<file path="src/rtl/uart_pkg.sv">
`default_nettype none
// ============================================================================
// Package  : uart_pkg
// Purpose  : Shared UART types and line constants for the transmitter.
// Revision : 1.0 - initial release
// ============================================================================
package uart_pkg;

  typedef enum logic [2:0] {
    IDLE   = 3'd0,
    START  = 3'd1,
    DATA   = 3'd2,
    PARITY = 3'd3,
    STOP   = 3'd4,
    DONE   = 3'd5
  } tx_state_t;

  localparam int   UART_DATA_BITS   = 8;
  localparam logic UART_START_LEVEL = 1'b0;
  localparam logic UART_STOP_LEVEL  = 1'b1;

endpackage
`default_nettype wire

</file>
<file path="src/rtl/uart_baud_tick.sv">
`default_nettype none
// ============================================================================
// Module   : uart_baud_tick
// Purpose  : Bit-period counter; tick pulses on the last cycle of each period.
// Revision : 1.0 - initial release
// ============================================================================
module uart_baud_tick #(
  parameter int clock_divide = 2
) (
  input  logic clk,
  input  logic rst,
  input  logic clear,
  output logic tick
);
  localparam int                CNT_W   = $clog2(clock_divide);
  localparam logic [CNT_W-1:0] CNT_MAX = CNT_W'(clock_divide - 1);

  logic [CNT_W-1:0] cnt_q, cnt_d;

  // Holding clear keeps the count at zero so a period starts with the start bit.
  always_comb begin
    tick  = 1'b0;
    cnt_d = cnt_q + CNT_W'(1);
    if (clear) begin
      cnt_d = '0;
    end else if (cnt_q == CNT_MAX) begin
      cnt_d = '0;
      tick  = 1'b1;
    end
  end

  always_ff @(posedge clk or negedge rst) begin
    if (!rst) begin
      cnt_q <= '0;
    end else begin
      cnt_q <= cnt_d;
    end
  end

endmodule
`default_nettype wire

</file>
<file path="src/rtl/uart_tx.sv">
`default_nettype none
// ============================================================================
// Module   : uart_tx
// Purpose  : UART transmitter (start, 8 data bits LSB first, stop) with a
//            one-entry holding register. Define UART_TX_PARITY_EN to add a
//            parity bit (even, or odd when parity_odd=1) before the stop bit.
// Revision : 1.0 - initial release
// ============================================================================
module uart_tx
  import uart_pkg::*;
#(
  parameter int clk_freq   = 50000000,
  parameter int baud_rate  = 19200,
  parameter bit parity_odd = 1'b0
) (
  input  logic       clk,
  input  logic       rst,
  input  logic       tx_valid,
  input  logic [7:0] tx_data_in,
  output logic       tx_ready,
  output logic       tx,
  output logic       tx_busy,
  output logic       tx_done
);
  localparam int CLOCK_DIVIDE = clk_freq / baud_rate;
  localparam int IDX_W        = $clog2(UART_DATA_BITS);

  tx_state_t                 state_q, state_d;
  logic [UART_DATA_BITS-1:0] shift_q, shift_d;
  logic [UART_DATA_BITS-1:0] hold_data_q, hold_data_d;
  logic [IDX_W-1:0]          idx_q, idx_d;
  logic                      hold_full_q, hold_full_d;
  logic                      tx_q, tx_d;
  logic                      accept, tick, clear;
`ifdef UART_TX_PARITY_EN
  logic                      parity_q, parity_d;
`else
  logic                      unused_parity_odd;
  assign unused_parity_odd = parity_odd;
`endif

  assign clear = (state_q == IDLE);

  uart_baud_tick #(
    .clock_divide(CLOCK_DIVIDE)
  ) u_baud_tick (
    .clk  (clk),
    .rst  (rst),
    .clear(clear),
    .tick (tick)
  );

  always_comb begin
    state_d     = state_q;
    shift_d     = shift_q;
    idx_d       = idx_q;
    hold_data_d = hold_data_q;
    hold_full_d = hold_full_q;
    accept      = tx_valid && !hold_full_q;
`ifdef UART_TX_PARITY_EN
    parity_d    = parity_q;
`endif
    if (accept) begin
      hold_data_d = tx_data_in;
    end
    case (state_q)
      IDLE: begin
        if (hold_full_q) begin
          shift_d     = hold_data_q;
          hold_full_d = 1'b0;
          state_d     = START;
`ifdef UART_TX_PARITY_EN
          parity_d    = parity_odd ? ~^hold_data_q : ^hold_data_q;
`endif
        end
      end
      START: begin
        if (tick) begin
          state_d = DATA;
          idx_d   = '0;
        end
      end
      DATA: begin
        if (tick) begin
          if (idx_q == IDX_W'(UART_DATA_BITS - 1)) begin
`ifdef UART_TX_PARITY_EN
            state_d = PARITY;
`else
            state_d = STOP;
`endif
          end else begin
            idx_d = idx_q + IDX_W'(1);
          end
        end
      end
`ifdef UART_TX_PARITY_EN
      PARITY: begin
        if (tick) begin
          state_d = STOP;
        end
      end
`endif
      STOP: begin
        if (tick) begin
          state_d = DONE;
        end
      end
      DONE:    state_d = IDLE;
      default: state_d = IDLE;
    endcase
    // A byte accepted on the load edge refills the register.
    if (accept) begin
      hold_full_d = 1'b1;
    end

    // Line level is registered from the next state so it changes with the state.
    case (state_d)
      START:   tx_d = UART_START_LEVEL;
      DATA:    tx_d = shift_d[idx_d];
`ifdef UART_TX_PARITY_EN
      PARITY:  tx_d = parity_d;
`endif
      default: tx_d = UART_STOP_LEVEL;
    endcase
  end

  always_ff @(posedge clk or negedge rst) begin
    if (!rst) begin
      state_q     <= IDLE;
      shift_q     <= '0;
      hold_data_q <= '0;
      idx_q       <= '0;
      hold_full_q <= 1'b0;
      tx_q        <= UART_STOP_LEVEL;
    end else begin
      state_q     <= state_d;
      shift_q     <= shift_d;
      hold_data_q <= hold_data_d;
      idx_q       <= idx_d;
      hold_full_q <= hold_full_d;
      tx_q        <= tx_d;
    end
  end

`ifdef UART_TX_PARITY_EN
  always_ff @(posedge clk or negedge rst) begin
    if (!rst) begin
      parity_q <= 1'b0;
    end else begin
      parity_q <= parity_d;
    end
  end
`endif

  assign tx       = tx_q;
  assign tx_ready = !hold_full_q;
  assign tx_busy  = (state_q != IDLE);
  assign tx_done  = (state_q == DONE);

endmodule
`default_nettype wire

</file>
<file path="config.mk">
export PLATFORM = sky130hd
export DESIGN_NAME = uart_tx
export DESIGN_NICKNAME = d
export VERILOG_FILES = /design/src/rtl/uart_pkg.sv /design/src/rtl/uart_baud_tick.sv /design/src/rtl/uart_tx.sv
export SDC_FILE = /design/constraint.sdc
export NUM_CORES = 1
export LEC_CHECK = 0
export BUFFER_PORTS_ARGS = -buffer_cell sky130_fd_sc_hd__clkbuf_2
export CAP_MARGIN = 15
export CORE_MARGIN = 5
export CORE_UTILIZATION = 60
export DETAILED_ROUTE_END_ITERATION = 16
export PLACE_DENSITY = 0.8
export SLEW_MARGIN = 20
export SYNTH_ARGS = -nofsm -noshare
export SYNTH_HDL_FRONTEND = slang
export SYNTH_SLANG_ARGS = --single-unit
</file>
<file path="constraint.sdc">
create_clock -name clk -period 4.1 [get_ports clk]
set_input_delay 0.205 -clock clk [delete_from_list [all_inputs] [get_ports clk]]
set_output_delay 0.205 -clock clk [all_outputs]
set_load 0.1 [all_outputs]
</file>
# Word-level counts from Yosys, hierarchy flattened
# Index checks and enable logic that the tools add are counted.
totals:
  register_bits: 36
  input_bits: 11
  output_inout_bits: 4
  word_cells: 44
op_classes:
  add_sub_neg: 2
  order_cmp: 1
  n_eq_ne: 8
  mux: 21
  n_reduce_logical: 5
op_table:
  columns: ["cell", "count"]
  rows:
  - ["12-bit 2-to-1 mux", 2]
  - ["3-bit 2-to-1 mux", 8]
  - ["8-bit 2-to-1 mux", 2]
  - ["12-bit by 1-bit adder with 12-bit output, second input constant", 1]
  - ["12-bit == test, second input constant", 1]
  - ["3-bit one-hot mux with 4 select lines", 1]
  - ["3-bit == test, second input constant", 3]
  - ["3-bit by 1-bit == test with 1-bit output, second input constant", 2]
  - ["3-bit by 2-bit == test with 1-bit output, second input constant", 2]
  - ["3-bit one-hot mux with 2 select lines", 1]
  - ["1-bit 2-to-1 mux", 5]
  - ["3-bit by 4-bit less-than comparator with 1-bit output, second input constant", 1]
  - ["3-bit by 1-bit adder with 3-bit output, second input constant", 1]
  - ["1-bit binary-select mux with 3-bit select", 1]
  - ["3-bit logical NOT", 1]
  - ["3-bit nonzero test", 1]
  - ["1-bit one-hot mux with 2 select lines", 1]
  - ["2-bit nonzero test", 1]
  - ["1-bit logical AND", 1]
  - ["1-bit logical NOT", 1]

# Logic depth before layout (Yosys ltp)
depth:
  ltp_word: 8
  mapped_depth: 8
  mapped_depth_nobuf: 8

# By module
# Synthesis repeated with hierarchy kept, for this count alone.
hier_totals:
  hier_cells: 181
  area_unflattened_um2: 1956.9
by_module_without_submodules:
  columns: ["mod", "n_inst", "cells_per_inst", "area_each_um2", "seq_area_each_um2"]
  rows:
  - ["uart_tx", 1, 119, 1303.8, 601.8]
  - ["uart_baud_tick", 1, 62, 653.1, 300.3]

# Least setup slack after synthesis
# OpenSTA, ideal clock, no wires.
synth_timing:
  path_kind: "register to register"
  startpoint: "reg u_baud_tick.cnt_q[2]"
  endpoint: "reg tx_q (netlist: tx)"
  setup_time_ns: 0.090
  arrival_time_ns: 2.650
  required_time_ns: 4.010
  path_slack_ns: 1.360
  path_stages_with_launch: 7
  n_path_buf: 0
  period_less_slack_ns: 2.740
  cell_sequence: "dfrtp_1 -> or4b_4 -> or4b_4 -> o311ai_4 -> mux2_2 -> a2111oi_2 -> a211oi_1"
synth_via:
  elab_chain_cells: 8
  word_cells_on_any_way: 15
  classes_between: "3 x eq/ne; 12 x mux"
synth_rtl:
  columns: ["item", "line", "text"]
  rows:
  - ["from (decl)", "uart_baud_tick.sv:18", "logic [CNT_W-1:0] cnt_q, cnt_d;"]
  - ["from (signal assigned)", "uart_baud_tick.sv:36", "cnt_q <= cnt_d;"]
  - ["12-bit == test *", "uart_baud_tick.sv:26", "end else if (cnt_q == CNT_MAX) begin"]
  - ["1-bit 2-to-1 mux *", "uart_baud_tick.sv:26", null]
  - ["1-bit 2-to-1 mux *", "uart_baud_tick.sv:24", "if (clear) begin"]
  - ["3-bit 2-to-1 mux (on tied branches)", "uart_tx.sv:84, uart_tx.sv:78", null]
  - ["3-bit one-hot mux with 2 select lines *", "uart_tx.sv:66", "case (state_q)"]
  - ["via idx_d[0]", "uart_tx.sv:31", "logic [IDX_W-1:0] idx_q, idx_d;"]
  - ["1-bit binary-select mux with 3-bit select *", "uart_tx.sv:119", "DATA: tx_d = shift_d[idx_d];"]
  - ["1-bit 2-to-1 mux (implied by the code) *", "uart_tx.sv:119", null]
  - ["1-bit one-hot mux with 2 select lines *", "uart_tx.sv:117", "case (state_d)"]
  - ["via tx_d", "uart_tx.sv:33", "logic tx_q, tx_d;"]
  - ["to (signal assigned)", "uart_tx.sv:141", "tx_q <= tx_d;"]
  - ["to (decl)", "uart_tx.sv:33", null]
# Mark *: on every way through the listed nets, which the timed path passes. The rest lies on a longest branch. The select of a mux whose other input is x is not followed.
# A chain may end at the register's enable or synchronous reset.

# Worst setup path after layout
layout_timing:
  startpoint: "reg u_baud_tick.cnt_q[2]"
  endpoint: "reg tx_q (netlist: tx)"
layout_via:
  elab_chain_cells: 8
  word_cells_on_any_way: 15
  classes_between: "3 x eq/ne; 12 x mux"
layout_rtl:
  columns: ["item", "line"]
  rows:
  - ["12-bit == test *", "uart_baud_tick.sv:26"]
  - ["1-bit 2-to-1 mux *", "uart_baud_tick.sv:26"]
  - ["1-bit 2-to-1 mux *", "uart_baud_tick.sv:24"]
  - ["3-bit 2-to-1 mux (on tied branches)", "uart_tx.sv:84, uart_tx.sv:78"]
  - ["3-bit one-hot mux with 2 select lines", "uart_tx.sv:66"]
  - ["1-bit binary-select mux with 3-bit select", "uart_tx.sv:119"]
  - ["1-bit 2-to-1 mux (implied by the code)", "uart_tx.sv:119"]
  - ["1-bit one-hot mux with 2 select lines *", "uart_tx.sv:117"]
  - ["via tx_d", "uart_tx.sv:33"]
# Marked as above.

==> implementation parameters <==
Parameter                              Value

Run status
  Result of the run ... finished clean

Clocking
  Cell at the root of the clock tree ... sky130_fd_sc_hd__clkbuf_4
  Count of hold-fix buffers inserted at cts ... 1
  # resized after CTS ... 0
  Clock tree sinks ... 36
  Num CTS Buffers ... 5
  TritonCTS clock tree ... done
  Clock-pin slew on the worst setup and hold paths ... 0.11 ns
  Clock latency reported for the late side of the worst-skew pair ... 0.35 ns
  CTS HTree Levels ... 2
  Clock Tree Buf Depth ... 2
  Post-CTS Setup Inserts ... 0

STA
  Final slew viol count ... 0
  Transition time of the tightest slew-check pin ... 1.019 ns
  Setup repair after global routing missed its margin ... no
  Setup Viol. Count Final ... 0
  Slew HR ... 31.45%
  Clock skew ... 0.01492 ns
  Post-Route Setup TNS ... 0 ns
  Max Freq ... 0.3446 GHz
  Final worst slack ... 1.198 ns
  Final hold viol count ... 0
  Final Cycle Share ... 70.79%
  Min Tclk post-route ... 2.902 ns

Layout
  Net count reported at finish ... 184
  Finished Layout Cells ... 203
  Multi-input logic area ... 824.5 um^2
  Fraction of final layout cells with drive strength greater than 1 ... 28.49%
  Area growth from synthesis to layout ... 10.19%
  Final core occ ... 70.04%
  Total inserted antenna cells ... 0
  Sequential cell area in the final layout ... 902.1 um^2
  Fill cell instance count of the final layout ... 222

Synthesis
  Synthesized area divided by synthesized cell count ... 11.56 um^2
  Distinct cell type count after synthesis ... 42
  #FFs+latches synth ... 36
  Gate Count Post-Synth ... 153
  Share of synthesized area occupied by flip-flops and latches ... 51.03%
  Synthesized area ... 1768 um^2
  Yosys Warn Count ... 0
  Number of nets produced by synthesis ... 166

Global route
  Global-route wire length before repair ... 5.954 mm
  Global-route congestion overflow total ... 0
  Initial antenna violation count ... 0
  Number of global-route vias before repair ... 1287
  Maximum number of pins on one net before global-route repair ... 37
  Combined global-route utilization of all metal layers ... 18.34%

Worst setup path
  Endpoint arrival time on the critical path ... 3.17 ns
  Startpoint Class ... flip-flop
  Worst setup path category ... reg -> reg
  Setup crit end kind ... flip-flop
  Biggest fanout along the worst timing path ... 6
  Worst endpoint required time ... 4.37 ns

Die
  Chip height ... 64.28 um
  Overall die width ... 64.28 um
  Starting Density ... 63.56%
  Area of the core ... 2781 um^2
  Number of placement rows ... 19
  Num ports ... 15
  Total die area ... 4132 um^2

Min path
  Worst min path class ... in -> reg

Placed design
  Detailed placer's ending HPWL ... 2.452 mm
  Routability congestion estimate ... 0.8538
  Cell count after placement ... 194
  Worst-case setup slack after placement ... 1.209 ns
  Port Buffers ... 14

Power and ir drop
  Total power per unit cell area ... 435.2 nW/um^2
  Cell leakage power ... 0.9123 nW
  VDD IR-drop max ... 0.0003927 V

Drt
  Number of DRC markers in iteration 0 ... 55
  Detailed-route wire length ... 3.295 mm
  Final routed DRC violation total ... 0
  Antenna Violating Nets Remaining ... 0
  Detail-routed via count per cell ... 6.039
  Via count ... 1226
  WL/cell ... 16.23 um
  Iteration count of the initial detailed-routing pass ... 4

Flow run
  Total of max-cap violations ... 0
[per-stage QoR]
step	cell area [um^2]	hold slack, ns	power [W]
2_1_floorplan	1768	-0.09059	0.0005657
3_3_place_gp	1862	0.3388	0.0005976
3_5_place_dp	1862	0.3540	0.0006094
4_1_cts	1948	0.06175	0.0008594
5_1_grt	1948	0.05960	0.0009064
6_report	1948	0.07327	0.0008478
[cell usage after synthesis (all sizes together)]
cell type	instances	area share, %
o21ai	2	0.57
o31ai	1	0.42
mux2	17	11
nand4b	2	0.99
clkbuf	4	0.85
or3	2	0.85
a41oi	1	0.50
a2111oi	1	0.85
ha	2	1.4
o41ai	1	0.50
xor2	2	0.99
o21a	2	0.85
a31oi	1	0.35
inv	7	1.5
and2	1	0.35
a31o	1	0.50
nand3	5	1.4
or2	1	0.35
nor3	1	0.28
and3	7	2.5
nand4	1	0.35
nor4b	1	0.85
o2111ai	3	1.5
nor2b	2	0.71
o211ai	1	0.42
o311ai	1	1.5
a21oi	1	0.28
dfstp	1	1.5
nor2	19	4.0
or4b	3	2.1
a21boi	1	0.42
a21bo	1	0.57
mux2i	3	1.7
nand2b	1	0.35
a211oi	3	1.3
nand2	4	0.85
nor4	1	0.35
a311oi	1	0.50
or2b	1	0.42
xnor2	8	4.0
dfrtp	35	50
[final timing paths]
kind / start / end / slack [ns] / cells after the start
max reg2reg: u_baud_tick.cnt_q[2] / tx / 1.20 / 6
min: tx_valid / hold_full_q / 0.07 / 3
max: u_baud_tick.cnt_q[2] / tx / 1.20 / 6
min reg2reg: u_baud_tick.cnt_q[0] / u_baud_tick.cnt_q[0] / 0.51 / 1
min in group asynchronous: rst / hold_data_q[7] / 0.48 / 2
max in group asynchronous: rst / u_baud_tick.cnt_q[7] / 3.08 / 2
[report_power, final]
group | internal [W] | leakage (nW) | switching, W
logic | 0.0000718 | 0.419 | 0.0000612
clock network | 0.000128 | 0.0422 | 0.000118
registers | 0.000416 | 0.451 | 0.0000523
total | 0.000616 | 0.912 | 0.000232
[layout make-up]
| cell class | instances | share of cell area, % |
|---|---|---|
| Multi-Input combinational cell | 106 | 42.32 |
| Clock inverter | 2 | 1.798 |
| Tap cell | 31 | 1.991 |
| Clock buffer | 6 | 2.119 |
| Inverter | 7 | 1.349 |
| Timing Repair Buffer | 15 | 4.110 |
| Sequential cell | 36 | 46.31 |
[placed cells by master, fill, tap and decap left out, types with 2 or more instances in the layout]
cell and count:
sky130_fd_sc_hd__nand2_1 4, sky130_fd_sc_hd__nor2b_1 2, sky130_fd_sc_hd__or4b_4 2, sky130_fd_sc_hd__nand3_1 5
sky130_fd_sc_hd__o2111ai_1 3, sky130_fd_sc_hd__and3_1 7, sky130_fd_sc_hd__nand4b_1 2, sky130_fd_sc_hd__inv_1 7
sky130_fd_sc_hd__mux2i_1 3, sky130_fd_sc_hd__o21a_1 2, sky130_fd_sc_hd__mux2_2 17, sky130_fd_sc_hd__nor2_1 19
sky130_fd_sc_hd__xor2_1 2, sky130_fd_sc_hd__or3_2 2, sky130_fd_sc_hd__dfrtp_1 35, sky130_fd_sc_hd__xnor2_1 8
sky130_fd_sc_hd__clkbuf_4 5, sky130_fd_sc_hd__clkbuf_2 14, sky130_fd_sc_hd__ha_1 2, sky130_fd_sc_hd__o21ai_0 2
sky130_fd_sc_hd__a211oi_1 3
[registers in the layout (all words and copies together), names as in the netlist]
name,cells
shift_q,8
tx,1
state_q,3
idx_q,3
hold_data_q,8
hold_full_q,1
u_baud_tick.cnt_q,12
[per-layer routing]
| layer | wire length (um) | vias to the layer above | GRT usage [%] |
|---|---|---|---|
| li1 | - | 591 | - |
| met5 | 0 | - | 0 |
| met4 | 99 | 0 | 9.160 |
| met3 | 127 | 11 | 4.904 |
| met2 | 1617 | 22 | 29.23 |
| met1 | 1449 | 602 | 22.83 |
[critical path, stage by stage (launching register included)]
cell and delay (ns):
sky130_fd_sc_hd__dfrtp_1 0.44, sky130_fd_sc_hd__or4b_4 0.56, sky130_fd_sc_hd__nor4_1 0.88, sky130_fd_sc_hd__a211oi_1 0.15, sky130_fd_sc_hd__o21ai_0 0.46, sky130_fd_sc_hd__a211oi_1 0.10, sky130_fd_sc_hd__a211oi_1 0.25
[kinds of logic after synthesis]
kind of cell	share of synthesized area [%]
AOI/OAI and AO/OA	10.97
xor gates and xnor gates	4.954
adders and majority gates	1.415
buffers and inverters	2.335
DFF	51.03
muxes	12.53
and+or+nand+nor	16.77
Note: power is estimated with default switching activity, not from simulation.
